## src/rtl/barrier_ctrl_if.sv

```systemverilog
// Barrier arrival strobe plus the cluster-level global-barrier request/response handshake.
interface barrier_ctrl_if #(
  parameter int NUM_WARPS    = 4,
  parameter int NUM_BARRIERS = 4,
  parameter int SIZE_W       = 2
);
  localparam int NW_BITS = (NUM_WARPS > 1) ? $clog2(NUM_WARPS) : 1;
  localparam int NB_BITS = (NUM_BARRIERS > 1) ? $clog2(NUM_BARRIERS) : 1;

  logic               bar_valid;
  logic [NW_BITS-1:0] bar_wid;
  logic [NB_BITS-1:0] bar_id;
  logic               bar_is_global;
  logic [SIZE_W-1:0]  bar_size_m1;

  logic               gbar_req_valid;
  logic [NB_BITS-1:0] gbar_req_id;
  logic [SIZE_W-1:0]  gbar_req_size_m1;
  logic               gbar_req_ready;

  logic               gbar_rsp_valid;
  logic [NB_BITS-1:0] gbar_rsp_id;

  modport master (
    output bar_valid, bar_wid, bar_id, bar_is_global, bar_size_m1,
    output gbar_req_ready, gbar_rsp_valid, gbar_rsp_id,
    input  gbar_req_valid, gbar_req_id, gbar_req_size_m1
  );

  modport slave (
    input  bar_valid, bar_wid, bar_id, bar_is_global, bar_size_m1,
    input  gbar_req_ready, gbar_rsp_valid, gbar_rsp_id,
    output gbar_req_valid, gbar_req_id, gbar_req_size_m1
  );
endinterface

```

## src/rtl/barrier_ctrl.sv

```systemverilog
// Per-core barrier manager: holds arriving warps per barrier id, releases filled local
// barriers, and forwards fully-arrived global barriers to the cluster via a pending FIFO.
module barrier_ctrl #(
  parameter int NUM_WARPS    = 4,
  parameter int NUM_BARRIERS = 4,
  parameter int SIZE_W       = 2
) (
  input  logic                 clk,
  input  logic                 reset,
  input  logic [NUM_WARPS-1:0] active_warps,
  barrier_ctrl_if.slave        bus,
  output logic [NUM_WARPS-1:0] stalled_warps,
  output logic                 release_valid,
  output logic [NUM_WARPS-1:0] release_mask
);
  localparam int NB_BITS = (NUM_BARRIERS > 1) ? $clog2(NUM_BARRIERS) : 1;
  localparam int CNT_W   = $clog2(NUM_BARRIERS + 1);

  typedef logic [NUM_WARPS-1:0] wmask_t;

  // Per-id barrier state
  logic [SIZE_W-1:0]     lcount   [NUM_BARRIERS];
  wmask_t                lmask    [NUM_BARRIERS];
  wmask_t                gmask    [NUM_BARRIERS];
  logic [SIZE_W-1:0]     gsize    [NUM_BARRIERS];
  logic [NUM_BARRIERS-1:0] gqueued;

  logic [SIZE_W-1:0]     lcount_n [NUM_BARRIERS];
  wmask_t                lmask_n  [NUM_BARRIERS];
  wmask_t                gmask_n  [NUM_BARRIERS];
  logic [SIZE_W-1:0]     gsize_n  [NUM_BARRIERS];
  logic [NUM_BARRIERS-1:0] gqueued_n;

  // Pending global-request FIFO (ids only; size is looked up from gsize)
  logic [NB_BITS-1:0]    fifo_id  [NUM_BARRIERS];
  logic [NB_BITS-1:0]    rd_ptr, wr_ptr;
  logic [CNT_W-1:0]      fifo_cnt;

  wmask_t                wid_oh, stalled_n, rel_mask_n, rel_mask_p1, stalled_p1;
  logic                  arr_ok, rel_vld_n, rel_vld_p1, enq, pop, req_vld;
  logic [NB_BITS-1:0]    head_id;

  function automatic logic [NB_BITS-1:0] ptr_inc(input logic [NB_BITS-1:0] p);
    return (p == NB_BITS'(NUM_BARRIERS - 1)) ? '0 : p + 1'b1;
  endfunction

  assign req_vld = (fifo_cnt != '0);
  assign head_id = fifo_id[rd_ptr];
  assign pop     = req_vld && bus.gbar_req_ready;

  // Stage p0: next-state of all per-id barrier state for this cycle's events
  always_comb begin
    lcount_n   = lcount;
    lmask_n    = lmask;
    gmask_n    = gmask;
    gsize_n    = gsize;
    gqueued_n  = gqueued;
    rel_vld_n  = 1'b0;
    rel_mask_n = '0;
    enq        = 1'b0;
    wid_oh     = '0;
    wid_oh[bus.bar_wid] = 1'b1;
    // An arrival from an already-held warp is ignored (flagged by the assertion below).
    arr_ok = bus.bar_valid && !stalled_warps[bus.bar_wid];

    if (arr_ok && !bus.bar_is_global) begin
      if (lcount[bus.bar_id] == bus.bar_size_m1) begin
        rel_vld_n  = 1'b1;
        rel_mask_n = lmask[bus.bar_id] | wid_oh;
        lcount_n[bus.bar_id] = '0;
        lmask_n[bus.bar_id]  = '0;
      end else begin
        lcount_n[bus.bar_id] = lcount[bus.bar_id] + 1'b1;
        lmask_n[bus.bar_id]  = lmask[bus.bar_id] | wid_oh;
      end
    end

    if (bus.gbar_rsp_valid && (gmask[bus.gbar_rsp_id] != '0)) begin
      rel_vld_n  = 1'b1;
      rel_mask_n = rel_mask_n | gmask[bus.gbar_rsp_id];
      gmask_n[bus.gbar_rsp_id]   = '0;
      gqueued_n[bus.gbar_rsp_id] = 1'b0;
    end

    if (arr_ok && bus.bar_is_global) begin
      gmask_n[bus.bar_id] = gmask_n[bus.bar_id] | wid_oh;
      gsize_n[bus.bar_id] = bus.bar_size_m1;
      if (!gqueued_n[bus.bar_id] && ((active_warps & ~gmask_n[bus.bar_id]) == '0)
          && ((fifo_cnt != CNT_W'(NUM_BARRIERS)) || pop)) begin
        enq = 1'b1;
        gqueued_n[bus.bar_id] = 1'b1;
      end
    end

    stalled_n = '0;
    for (int b = 0; b < NUM_BARRIERS; b++) begin
      stalled_n = stalled_n | lmask_n[b] | gmask_n[b];
    end
  end

  // Stage p1: registered state and outputs
  always_ff @(posedge clk) begin
    if (reset) begin
      lcount      <= '{default: '0};
      lmask       <= '{default: '0};
      gmask       <= '{default: '0};
      gsize       <= '{default: '0};
      gqueued     <= '0;
      rd_ptr      <= '0;
      wr_ptr      <= '0;
      fifo_cnt    <= '0;
      rel_vld_p1  <= 1'b0;
      rel_mask_p1 <= '0;
      stalled_p1  <= '0;
    end else begin
      lcount      <= lcount_n;
      lmask       <= lmask_n;
      gmask       <= gmask_n;
      gsize       <= gsize_n;
      gqueued     <= gqueued_n;
      rel_vld_p1  <= rel_vld_n;
      rel_mask_p1 <= rel_mask_n;
      stalled_p1  <= stalled_n;
      if (enq) wr_ptr <= ptr_inc(wr_ptr);
      if (pop) rd_ptr <= ptr_inc(rd_ptr);
      case ({enq, pop})
        2'b10:   fifo_cnt <= fifo_cnt + 1'b1;
        2'b01:   fifo_cnt <= fifo_cnt - 1'b1;
        default: fifo_cnt <= fifo_cnt;
      endcase
    end
  end

  always_ff @(posedge clk) begin
    if (enq) fifo_id[wr_ptr] <= bus.bar_id;
  end

  assign stalled_warps        = stalled_p1;
  assign release_valid        = rel_vld_p1;
  assign release_mask         = rel_mask_p1;
  assign bus.gbar_req_valid   = req_vld;
  assign bus.gbar_req_id      = req_vld ? head_id : '0;
  assign bus.gbar_req_size_m1 = req_vld ? gsize[head_id] : '0;

  illegal_arrival: assert property (@(posedge clk) disable iff (reset)
    bus.bar_valid |-> !stalled_warps[bus.bar_wid]);
endmodule

```

## src/flat_wrapper.sv

```systemverilog
// flat-port wrapper written by rule: the top's interface ports become plain ports
module barrier_ctrl_flat 
#(
  parameter int NUM_WARPS    = 4,
  parameter int NUM_BARRIERS = 4,
  parameter int SIZE_W       = 2
)
  (clk, reset, active_warps, stalled_warps, release_valid, release_mask, bus_bar_valid, bus_bar_wid, bus_bar_id, bus_bar_is_global, bus_bar_size_m1, bus_gbar_req_ready, bus_gbar_rsp_valid, bus_gbar_rsp_id, bus_gbar_req_valid, bus_gbar_req_id, bus_gbar_req_size_m1);
  barrier_ctrl_if #(.NUM_WARPS(NUM_WARPS), .NUM_BARRIERS(NUM_BARRIERS), .SIZE_W(SIZE_W)) bus_i ();
  input  logic clk;
  input  logic reset;
  input  logic [NUM_WARPS-1:0] active_warps;
  output logic [NUM_WARPS-1:0] stalled_warps;
  output logic release_valid;
  output logic [NUM_WARPS-1:0] release_mask;
  input wire logic [$bits(bus_i.bar_valid)-1:0] bus_bar_valid;
  input wire logic [$bits(bus_i.bar_wid)-1:0] bus_bar_wid;
  input wire logic [$bits(bus_i.bar_id)-1:0] bus_bar_id;
  input wire logic [$bits(bus_i.bar_is_global)-1:0] bus_bar_is_global;
  input wire logic [$bits(bus_i.bar_size_m1)-1:0] bus_bar_size_m1;
  input wire logic [$bits(bus_i.gbar_req_ready)-1:0] bus_gbar_req_ready;
  input wire logic [$bits(bus_i.gbar_rsp_valid)-1:0] bus_gbar_rsp_valid;
  input wire logic [$bits(bus_i.gbar_rsp_id)-1:0] bus_gbar_rsp_id;
  output wire logic [$bits(bus_i.gbar_req_valid)-1:0] bus_gbar_req_valid;
  output wire logic [$bits(bus_i.gbar_req_id)-1:0] bus_gbar_req_id;
  output wire logic [$bits(bus_i.gbar_req_size_m1)-1:0] bus_gbar_req_size_m1;
  assign bus_i.bar_valid = bus_bar_valid;
  assign bus_i.bar_wid = bus_bar_wid;
  assign bus_i.bar_id = bus_bar_id;
  assign bus_i.bar_is_global = bus_bar_is_global;
  assign bus_i.bar_size_m1 = bus_bar_size_m1;
  assign bus_i.gbar_req_ready = bus_gbar_req_ready;
  assign bus_i.gbar_rsp_valid = bus_gbar_rsp_valid;
  assign bus_i.gbar_rsp_id = bus_gbar_rsp_id;
  assign bus_gbar_req_valid = bus_i.gbar_req_valid;
  assign bus_gbar_req_id = bus_i.gbar_req_id;
  assign bus_gbar_req_size_m1 = bus_i.gbar_req_size_m1;
  barrier_ctrl #(.NUM_WARPS(NUM_WARPS), .NUM_BARRIERS(NUM_BARRIERS), .SIZE_W(SIZE_W)) u_core (.clk(clk), .reset(reset), .active_warps(active_warps), .bus(bus_i), .stalled_warps(stalled_warps), .release_valid(release_valid), .release_mask(release_mask));
endmodule
```

## config.mk

```make
export PLATFORM = sky130hd
export DESIGN_NAME = barrier_ctrl_flat
export DESIGN_NICKNAME = d
export VERILOG_FILES = /design/src/rtl/barrier_ctrl_if.sv /design/src/rtl/barrier_ctrl.sv /design/src/flat_wrapper.sv
export SDC_FILE = /design/constraint.sdc
export NUM_CORES = 1
export LEC_CHECK = 0
export ABC_AREA = 1
export CAP_MARGIN = 5
export CORE_MARGIN = 1.5
export CORE_UTILIZATION = 45
export CTS_CLUSTER_DIAMETER = 150
export DETAILED_ROUTE_END_ITERATION = 12
export PLACE_DENSITY_LB_ADDON = 0.05
export SLEW_MARGIN = 20
export SYNTH_ARGS = -nofsm -noshare
export SYNTH_HDL_FRONTEND = slang
export SYNTH_SLANG_ARGS = --single-unit
```

## constraint.sdc

```tcl
create_clock -name clk -period 3.5 [get_ports clk]
set_clock_uncertainty 0.05 [all_clocks]
set_input_delay 0.7 -clock clk [delete_from_list [all_inputs] [get_ports clk]]
set_output_delay 0.7 -clock clk [all_outputs]
set_load 0.005 [all_outputs]
```

# ---- After elaboration in Yosys (flattened, before gate mapping)
# Memory sizes are Yosys's and may differ from the RTL's. A register that Yosys moved wholly into a read port is not among the register bits.
# Index checks and enable logic that the tools add are counted.
dict set report word_totals {
  regBits 68
  ramBits 8
  in_bits 18
  output_inout_bits 14
  word_cells 153
  mem_count 1
}
# memory depth word_bits read_ports rd_ports_with_merged_regs wr line_no
set mem_list {}
lappend mem_list {u_core.fifo_id 4 2 1 1 1 barrier_ctrl.sv:35} ;# logic [NB_BITS-1:0] fifo_id [NUM_BARRIERS];
dict set report op_classes {
  addsub 5
  order_cmp 11
  eq_ne 6
  mux 63
  bitwise 24
  n_reduce_logical 20
}
# operator count
set op_table {}
lappend op_table {{$mux 16} 4}
lappend op_table {{$mux 4} 16}
lappend op_table {{$or 4x4->4} 11}
lappend op_table {{$and 16x16->16} 2}
lappend op_table {{$bmux 4 s2} 4}
lappend op_table {{$bwmux 16} 2}
lappend op_table {{$not 16->16} 2}
lappend op_table {{$mux 2} 11}
lappend op_table {{$bwmux 8} 2}
lappend op_table {{$demux 4 s2} 2}
lappend op_table {{$logic_and 1x1->1} 12}
lappend op_table {{$mux 1} 12}
lappend op_table {{$ge 3x3->1 const B} 3}
lappend op_table {{$lt 2x3->1 const B} 3}
lappend op_table {{$not 2->3} 3}
lappend op_table {{$and 4x4->4} 2}
lappend op_table {{$and 8x8->8} 1}
lappend op_table {{$bmux 2 s2} 2}
lappend op_table {{$mux 8} 1}
lappend op_table {{$not 4->4} 2}
lappend op_table {{$not 8->8} 1}
lappend op_table {{$add 2x1->2 const B} 3}
lappend op_table {{$demux 1 s2} 3}
lappend op_table {{$eq 2x2->1 const B} 3}
lappend op_table {{other kinds (16)} 22}

# ---- Longest topological paths before layout
# Gate-level depths: netlist (run 1).
dict set report logic_depth {
  word_depth 25
  ltp_mapped 23
  mapped_depth_nobuf 23
}

# ---- Worst setup path after synthesis (run 1)
# Ideal clock, no wire load.
dict set report synth_timing {
  path_kind {input port to flip-flop}
  startpoint {in bus_gbar_rsp_id[0]}
  endpoint {reg u_core.fifo_cnt[2]}
  setup_time_ps 122
  arrival_time_ps 2874
  path_slack_ps 454
  stages 19
  cell_sequence {buf_6 o21ai_2 nand2_1 nand2_2 nor2_4 nand2_8 nand3_4 nand3_1 nand2_1 nor3_4 nor2_8 nand3_4 ha_1 inv_1 fa_1 a21oi_1 o21ai_0 o21ai_0 a21oi_1}
}
dict set report synth_via {
  elab_chain_cells 25
}
# item line_no
set synth_rtl {}
lappend synth_rtl {{start: declaration} flat_wrapper.sv:23} ;# input wire logic [$bits(bus_i.gbar_rsp_id)-1:0] bus_gbar_rsp_id;
lappend synth_rtl {{$not 2->3 (implied by the code)} {barrier_ctrl.sv:78, barrier_ctrl.sv:81}}
lappend synth_rtl {{$ge 3x3->1 (implied by the code) / $lt 3x1->1 (equally long branches)} barrier_ctrl.sv:81} ;# gmask_n[bus.gbar_rsp_id] = '0;
lappend synth_rtl {{$logic_and 1x1->1 (implied by the code)} barrier_ctrl.sv:81}
lappend synth_rtl {{$mux 4 (implied by the code)} barrier_ctrl.sv:81}
lappend synth_rtl {{$demux 4 s2} barrier_ctrl.sv:81}
lappend synth_rtl {{$not 16->16 (no source line)} --}
lappend synth_rtl {{$and 16x16->16 (no source line)} --}
lappend synth_rtl {{$mux 16} barrier_ctrl.sv:78} ;# if (bus.gbar_rsp_valid && (gmask[bus.gbar_rsp_id] != '0)) begin
lappend synth_rtl {{[9 not listed]} --}
lappend synth_rtl {{$and 4x4->4} barrier_ctrl.sv:88} ;# if (!gqueued_n[bus.bar_id] && ((active_warps & ~gmask_n[bus.bar_id]) == '0)
lappend synth_rtl {{$logic_not 4->1} barrier_ctrl.sv:88}
lappend synth_rtl {{$logic_and 1x1->1 *} barrier_ctrl.sv:88}
lappend synth_rtl {{$logic_and 1x1->1 *} barrier_ctrl.sv:89} ;# && ((fifo_cnt != CNT_W'(NUM_BARRIERS)) || pop)) begin
lappend synth_rtl {{$mux 1 *} barrier_ctrl.sv:88}
lappend synth_rtl {{$mux 1 *} barrier_ctrl.sv:85} ;# if (arr_ok && bus.bar_is_global) begin
lappend synth_rtl {{$eq 2x1->1 / $eq 2x2->1 (equally long branches)} barrier_ctrl.sv:126} ;# case ({enq, pop})
lappend synth_rtl {{$pmux 3 s2 / $reduce_bool 2->1 (equally long branches)} --}
lappend synth_rtl {{end signal: assignment} barrier_ctrl.sv:127} ;# 2'b10: fifo_cnt <= fifo_cnt + 1'b1;
lappend synth_rtl {{end signal: assignment} barrier_ctrl.sv:128} ;# 2'b01: fifo_cnt <= fifo_cnt - 1'b1;
lappend synth_rtl {{end signal: assignment} barrier_ctrl.sv:129} ;# default: fifo_cnt <= fifo_cnt;
lappend synth_rtl {{end: declaration} barrier_ctrl.sv:37} ;# logic [CNT_W-1:0] fifo_cnt;
# Every way passes the cells marked *; elsewhere a longest branch is shown, timed or not. The select of a mux whose other input is x is not followed.
# A chain may end at the register's enable or synchronous reset.

# ---- Worst setup path after layout (run 1)
# Ends and elaborated chain as after synthesis.

==> results of run 1 <==
-- state kept, by name, summed over array words and instances, names as in the netlist, named ones only --
register / cells
u_core.release_valid: 1
u_core.fifo_cnt: 3
u_core.fifo_id: 8
u_core.wr_ptr: 2
u_core.gsize: 8
u_core.gmask: 16
u_core.lmask: 16
u_core.release_mask: 4
u_core.lcount: 8
u_core.gqueued: 4
u_core.stalled_warps: 4
u_core.rd_ptr: 2
-- power by group through the flow --
| stage | logic, mW | clock network (mW) | registers (mW) |
|---|---|---|---|
| final | 0.327 | 0.688 | 0.952 |
| after global routing | 0.363 | 0.740 | 0.955 |
| after CTS | 0.326 | 0.703 | 0.951 |
| after detailed placement | 0.324 | 0 | 0.971 |
| after global placement | 0.320 | 0 | 0.972 |
| after floorplan | 0.192 | 0 | 0.965 |
-- how the worst min path moves through the flow --
stage,from,end,slack (ns),depth (start not counted)
after detailed placement,u_core.gsize[3]$_SDFFE_PP0P_,u_core.gsize[3]$_SDFFE_PP0P_,0.41,2
after floorplan,u_core.gsize[3]$_SDFFE_PP0P_,u_core.gsize[3]$_SDFFE_PP0P_,0.38,2
after global routing,u_core.gsize[3]$_SDFFE_PP0P_,u_core.gsize[3]$_SDFFE_PP0P_,0.44,2
final,u_core.gsize[3]$_SDFFE_PP0P_,u_core.gsize[3]$_SDFFE_PP0P_,0.42,2
after CTS,u_core.gsize[3]$_SDFFE_PP0P_,u_core.gsize[3]$_SDFFE_PP0P_,0.42,2
after global placement,u_core.gsize[3]$_SDFFE_PP0P_,u_core.gsize[3]$_SDFFE_PP0P_,0.40,2
-- cells in the mapped netlist, types with 7 or more instances --
master and n:
inv_1 62, a21oi_1 50, nor2_1 67, nor2_2 11, a22oi_1 8, o21ai_1 7
nand2_1 173, o21ai_0 25, nand3_1 41, dfxtp_1 70, inv_2 14, edfxtp_1 8
nand2_2 8
-- cell families (layout without fill, tap and decap cells) --
family | Yosys count | count (layout) | synth area share, %
compound gates | 103 | 103 | 13.7
xor+xnor | 2 | 2 | 0.419
fa+ha+maj | 7 | 7 | 2.28
buf+inv | 90 | 165 | 8.86
flops | 78 | 78 | 39.3
simple gates | 321 | 321 | 35.5
-- per-stage QoR --
stage	worst slack (ns)	power, mW	instances	instance area [um^2]
global route	0.235	2.06	784	5090
CTS	0.0158	1.98	783	5070
finish	0.493	1.97	784	5090
global placement	-0.237	1.29	767	4870
floorplan	0.454	1.16	601	4180
detailed placement	-0.347	1.30	767	4870
-- worst min-delay path, cell delays in order, from the launching register on --
cell	delay [ns]
dfxtp_1	0.30
inv_1	0.06
a21oi_1	0.06
-- timing repair --
item,4_1_cts,5_1_grt
endpoints found under the setup margin,0,2
setup buffers,0,1
gates resized for setup,0,6
hold endpoints to repair,0,0
-- layer usage --
layer / track usage (%) / up-vias / wire (um) / share of wire (%)
met5: 0 / - / 0 / 0
met4: 6.28 / 0 / 98 / 0.87
met3: 4.08 / 13 / 513 / 4.6
met2: 39.4 / 79 / 5190 / 46
met1: 32.6 / 1795 / 5420 / 48
li1: - / 2068 / - / -
-- layout make-up --
type / instances / area share (%)
clock buffers: 13 / 3.52
clock inverters: 3 / 0.492
inverters: 77 / 5.68
multi-input cells: 433 / 42.6
flip-flops and latches: 78 / 32.3
well taps: 108 / 2.65
repair buffers: 72 / 12.8
==> qor.yml, run 1 <==
area_growth_pct: 21.8
cts-root-buf: "clkbuf_8"
startpoint: "bus_gbar_rsp_id[0]"
antenna_found_initial: 0
final_antenna_net_count: 0
status: "finished clean"
p_switching_mw: 0.564
worst_pin_slew_ns: 0.635
postSynthCellCount: 601
synthArstFlopShare_pct: 0
vdd.ir_drop.worst_mv: 0.197
drcViolationCount: 0
tns_ns: 0
worstPathMaxFanout: 8
hold_class: "reg2reg"
cp.depth: 23
max_freq_mhz: 333
hold_buffers: 0
totalWireLength_um: 11200
crit_path_start_kind: "input pin"
dieArea_um2: 9870
dr.first_iter.drc_count: 182
num_antenna_cells: 0
cp_data_arrival_time_ns: 3.20
path_clk_slew_ns: 0.08
syn_nets: 626
finalHoldViolCount: 0
synth_area_per_cell_um2: 6.95
yosys_warnings: 0
multi_input_area_um2: 2170
power_frac_seq_pct: 48.4
die_width_um: 99.4
rsz0062_at_grt: "no"
routedWlPerCell_um: 14.3
io_pins: 32
fillers: 872
gp_congestion: 0.910
cp-end-kind: "register"
leakage_nw: 2.33
core_um2: 8850
reg2regPathDepth: 21
grt_start_max_net_pins: 23
maxCapViolations: 0
rows: 34
ys.flop_type: "dfxtp_1"
layout_common_cells: "173 x nand2_1, 70 x dfxtp_1, 66 x nor2_1"
pwr-share-clk_pct: 35.0
crit_top_cell: "nand2_1"
relSlewSlack_pct: 57.6
crit_type: "in2reg"
cts_buffer_depth: 2
crit-reg2reg-launch: "u_core.gmask[12]$_SDFF_PP0_"
seq_area_um2: 1640
synth_edf_count: 8
num_vias: 3955
comb_power_share_pct: 16.6
grt_overflow: 0
max_stage_delay_ns: 0.39
io_buffers: 31
r2r_end: "u_core.fifo_cnt[2]$_SDFFE_PP0P_"
drive_above_1_share_pct: 16.1
insertion_delay_ns: 0.35
hpwlAfterDp_um: 8700
grt_first_pass_wirelength_um: 18500
ys_types: 40
first_pass_iters: 4
synth_top_cell_area_share_pct: 33.5
slew_violations: 0
cts_tree: "done"
synth_seq_cells: 78
grt_pass1_vias: 3798
cp_cell_sequence: "dlymetal6s2s_1, inv_2, nand2_1, nand2_1, nand2_1, nand2_2, nor2_4, nand2_8, nand3_4, nand2_1, nor2_1, nor2_2, nand3_1, nand2_1, inv_2, nand3_4, ha_1, inv_1, fa_1, a21oi_1, o21ai_1, o21ai_1, a21oi_1"
cts_sinks: 78
final.period_utilization_pct: 85.9
timing.hold.ws_ns: 0.415
htreeDepth: 3
final_common_cell: "nand2_1"
yosysSeqAreaShare_pct: 39.3
post-route-util_pct: 57.5
fp.dieH_um: 99.4
pwr_density_cell_nw_per_um2: 386
slowest_stage: "fa_1"
grt_usage_pct: 23.9
p_sw_share_pct: 28.7
endpoint: "u_core.fifo_cnt[2]$_SDFFE_PP0P_"
r2r_slack_ns: 0.75
cts-buffers-inserted: 9
nets: 696
path_buf_inv: 4
cp.required_ns: 3.70
drt-vias-per-instance: 5.04
netlist_area_um2: 4180
path_delay_family: "simple AND/OR/NAND/NOR gates"
yosysTopAreaCell: "dfxtp_1"
internal_power_mw: 1.40
setup_viol: 0
yosys-top-cells-area: "dfxtp_1 34%, nand2_1 16%, nor2_1 6.0%"
min_period_ns: 3.01
initial_core_util_pct: 47.2
Note: power is estimated with default switching activity, not from simulation.
==> inputs of run 2 (changes only) <==
- clock period: 3.5 -> 3.8 ns (I/O delays scaled with it)
==> qor.yml, run 2 (same netlist as run 1, synthesis figures left out) <==
grt_usage_pct: 23.9
finalInstanceArea_um2: 4890
slowest_stage: "clkdlybuf4s50_1"
drcViolationCount: 0
area_growth_pct: 17.0
nets: 675
slew_violations: 0
htreeDepth: 3
hpwlAfterDp_um: 8550
finalHoldViolCount: 0
die_width_um: 99.4
r2r_slack_ns: 0.95
io_buffers: 31
cp_data_arrival_time_ns: 3.73
num_antenna_cells: 0
hold_class: "reg2reg"
core_um2: 8850
cts_sinks: 78
layout_common_cells: "173 x nand2_1, 70 x dfxtp_1, 66 x nor2_1"
crit-reg2reg-launch: "u_core.gmask[4]$_SDFF_PP0_"
power.total_mw: 1.79
num_vias: 3933
worst_pin_slew_ns: 0.640
antenna_found_initial: 0
maxCapViolations: 0
cp_cell_sequence: "clkdlybuf4s50_1, buf_4, nand2_1, nand2_1, nand2_1, nand2_2, nor2_4, nand2_8, nand3_4, nand2_1, nor2_1, nor2_2, nand3_1, nand2_1, inv_2, nand3_4, ha_1, inv_1, fa_1, a21oi_1, o21ai_0, o21ai_0, a21oi_1"
post_cts_buffers: 0
grt_first_pass_wirelength_um: 18300
totalWireLength_um: 11200
worstPathMaxFanout: 9
power_frac_seq_pct: 49.0
cts-buffers-inserted: 9
routedWlPerCell_um: 14.7
pwr_density_cell_nw_per_um2: 366
rows: 34
dr.first_iter.drc_count: 176
initial_core_util_pct: 47.2
min_period_ns: 3.53
comb_power_share_pct: 15.9
setup_viol: 0
cts_buffer_depth: 2
relSlewSlack_pct: 57.2
fp.dieH_um: 99.4
hp-start: "u_core.lcount[3]$_SDFFE_PP0P_"
final.period_utilization_pct: 92.8
path_clk_slew_ns: 0.08
crit_type: "in2reg"
max_freq_mhz: 283
startpoint: "bus_gbar_rsp_id[0]"
final_common_cell: "nand2_1"
hold_depth: 2
io_pins: 32
cp-end-kind: "register"
insertion_delay_ns: 0.36
grt_start_max_net_pins: 20
internal_power_mw: 1.27
cts_tree: "done"
status: "finished clean"
cp.required_ns: 4.00
vdd.ir_drop.worst_mv: 0.177
placed_area_um2: 4690
path_buf_inv: 4
reg_top3: "u_core.gmask (16), u_core.lmask (16)"
cp.depth: 23
final_antenna_net_count: 0
leakage_nw: 2.19
p_sw_share_pct: 29.2
gp_congestion: 0.921
p_switching_mw: 0.523
drive_above_1_share_pct: 13.3
path_delay_family: "simple AND/OR/NAND/NOR gates"
drt-vias-per-instance: 5.15
crit_top_cell: "nand2_1"
timing.hold.ws_ns: 0.421
rsz0062_at_grt: "no"
grt_pass1_vias: 3708
tns_ns: 0
reg2regPathDepth: 21
pwr-share-clk_pct: 35.2
cts-root-buf: "clkbuf_8"
max_stage_delay_ns: 0.51
r2r_end: "u_core.fifo_cnt[2]$_SDFFE_PP0P_"
hold_end: "u_core.lcount[3]$_SDFFE_PP0P_"
grt_overflow: 0
dieArea_um2: 9870
crit_path_start_kind: "input pin"
first_pass_iters: 4
fillers: 919
[run 2: timing repair]
| item | 4_1_cts | 5_1_grt |
|---|---|---|
| resized for setup | 0 | 1 |
| setup endpoints to repair | 0 | 1 |
| hold buffers | 0 | 0 |
[run 2: routing by layer]
metal	vias up	part of all wire, %	global-route usage [%]
met1	1807	49	34.6
met2	90	45	36.8
met4	0	0.91	5.74
met5	-	0	0
met3	10	5.0	4.64
li1	2026	-	-
[run 2: power by group through the flow]
stage          Combinational (mW)  Sequential [mW]  Clock, mW
6_report                    0.284            0.877      0.629
4_1_cts                     0.283            0.876      0.638
3_5_place_dp                0.282            0.895          0
5_1_grt                     0.316            0.880      0.677
3_3_place_gp                0.279            0.896          0
2_1_floorplan               0.177            0.888          0
[run 2: stage by stage]
stage	setup slack (ns)	util [%]	std cells
2_1_floorplan	0.694	-	601
3_3_place_gp	-0.0353	53.0	747
3_5_place_dp	-0.115	53.0	747
4_1_cts	0.255	55.2	763
5_1_grt	0.0190	55.2	763
6_report	0.272	55.2	763
[run 2: final cells by class]
class / count / area (um^2) / area share [%]
multi-input cells: 433 / 2170 / 44.4
flip-flops and latches: 78 / 1640 / 33.6
repair buffers: 51 / 460 / 9.42
inverters: 77 / 289 / 5.92
well taps: 108 / 135 / 2.77
clock buffers: 10 / 128 / 2.61
clock inverters: 6 / 63.8 / 1.31
[run 2: how the worst max path moves through the flow]
| stage | endpoint | slack (ns) |
|---|---|---|
| after floorplan | u_core.fifo_cnt[2]$_SDFFE_PP0P_ | 0.69 |
| after global placement | u_core.fifo_cnt[2]$_SDFFE_PP0P_ | -0.04 |
| after detailed placement | u_core.fifo_cnt[2]$_SDFFE_PP0P_ | -0.11 |
| after CTS | u_core.fifo_cnt[2]$_SDFFE_PP0P_ | 0.26 |
| after global routing | u_core.fifo_cnt[2]$_SDFFE_PP0P_ | 0.02 |
| final | u_core.fifo_cnt[2]$_SDFFE_PP0P_ | 0.27 |
[run 2: worst min-delay path, stage by stage (launching register included)]
cell     delay (ns)
dfxtp_1        0.32
nand2_1        0.06
a21oi_1        0.05
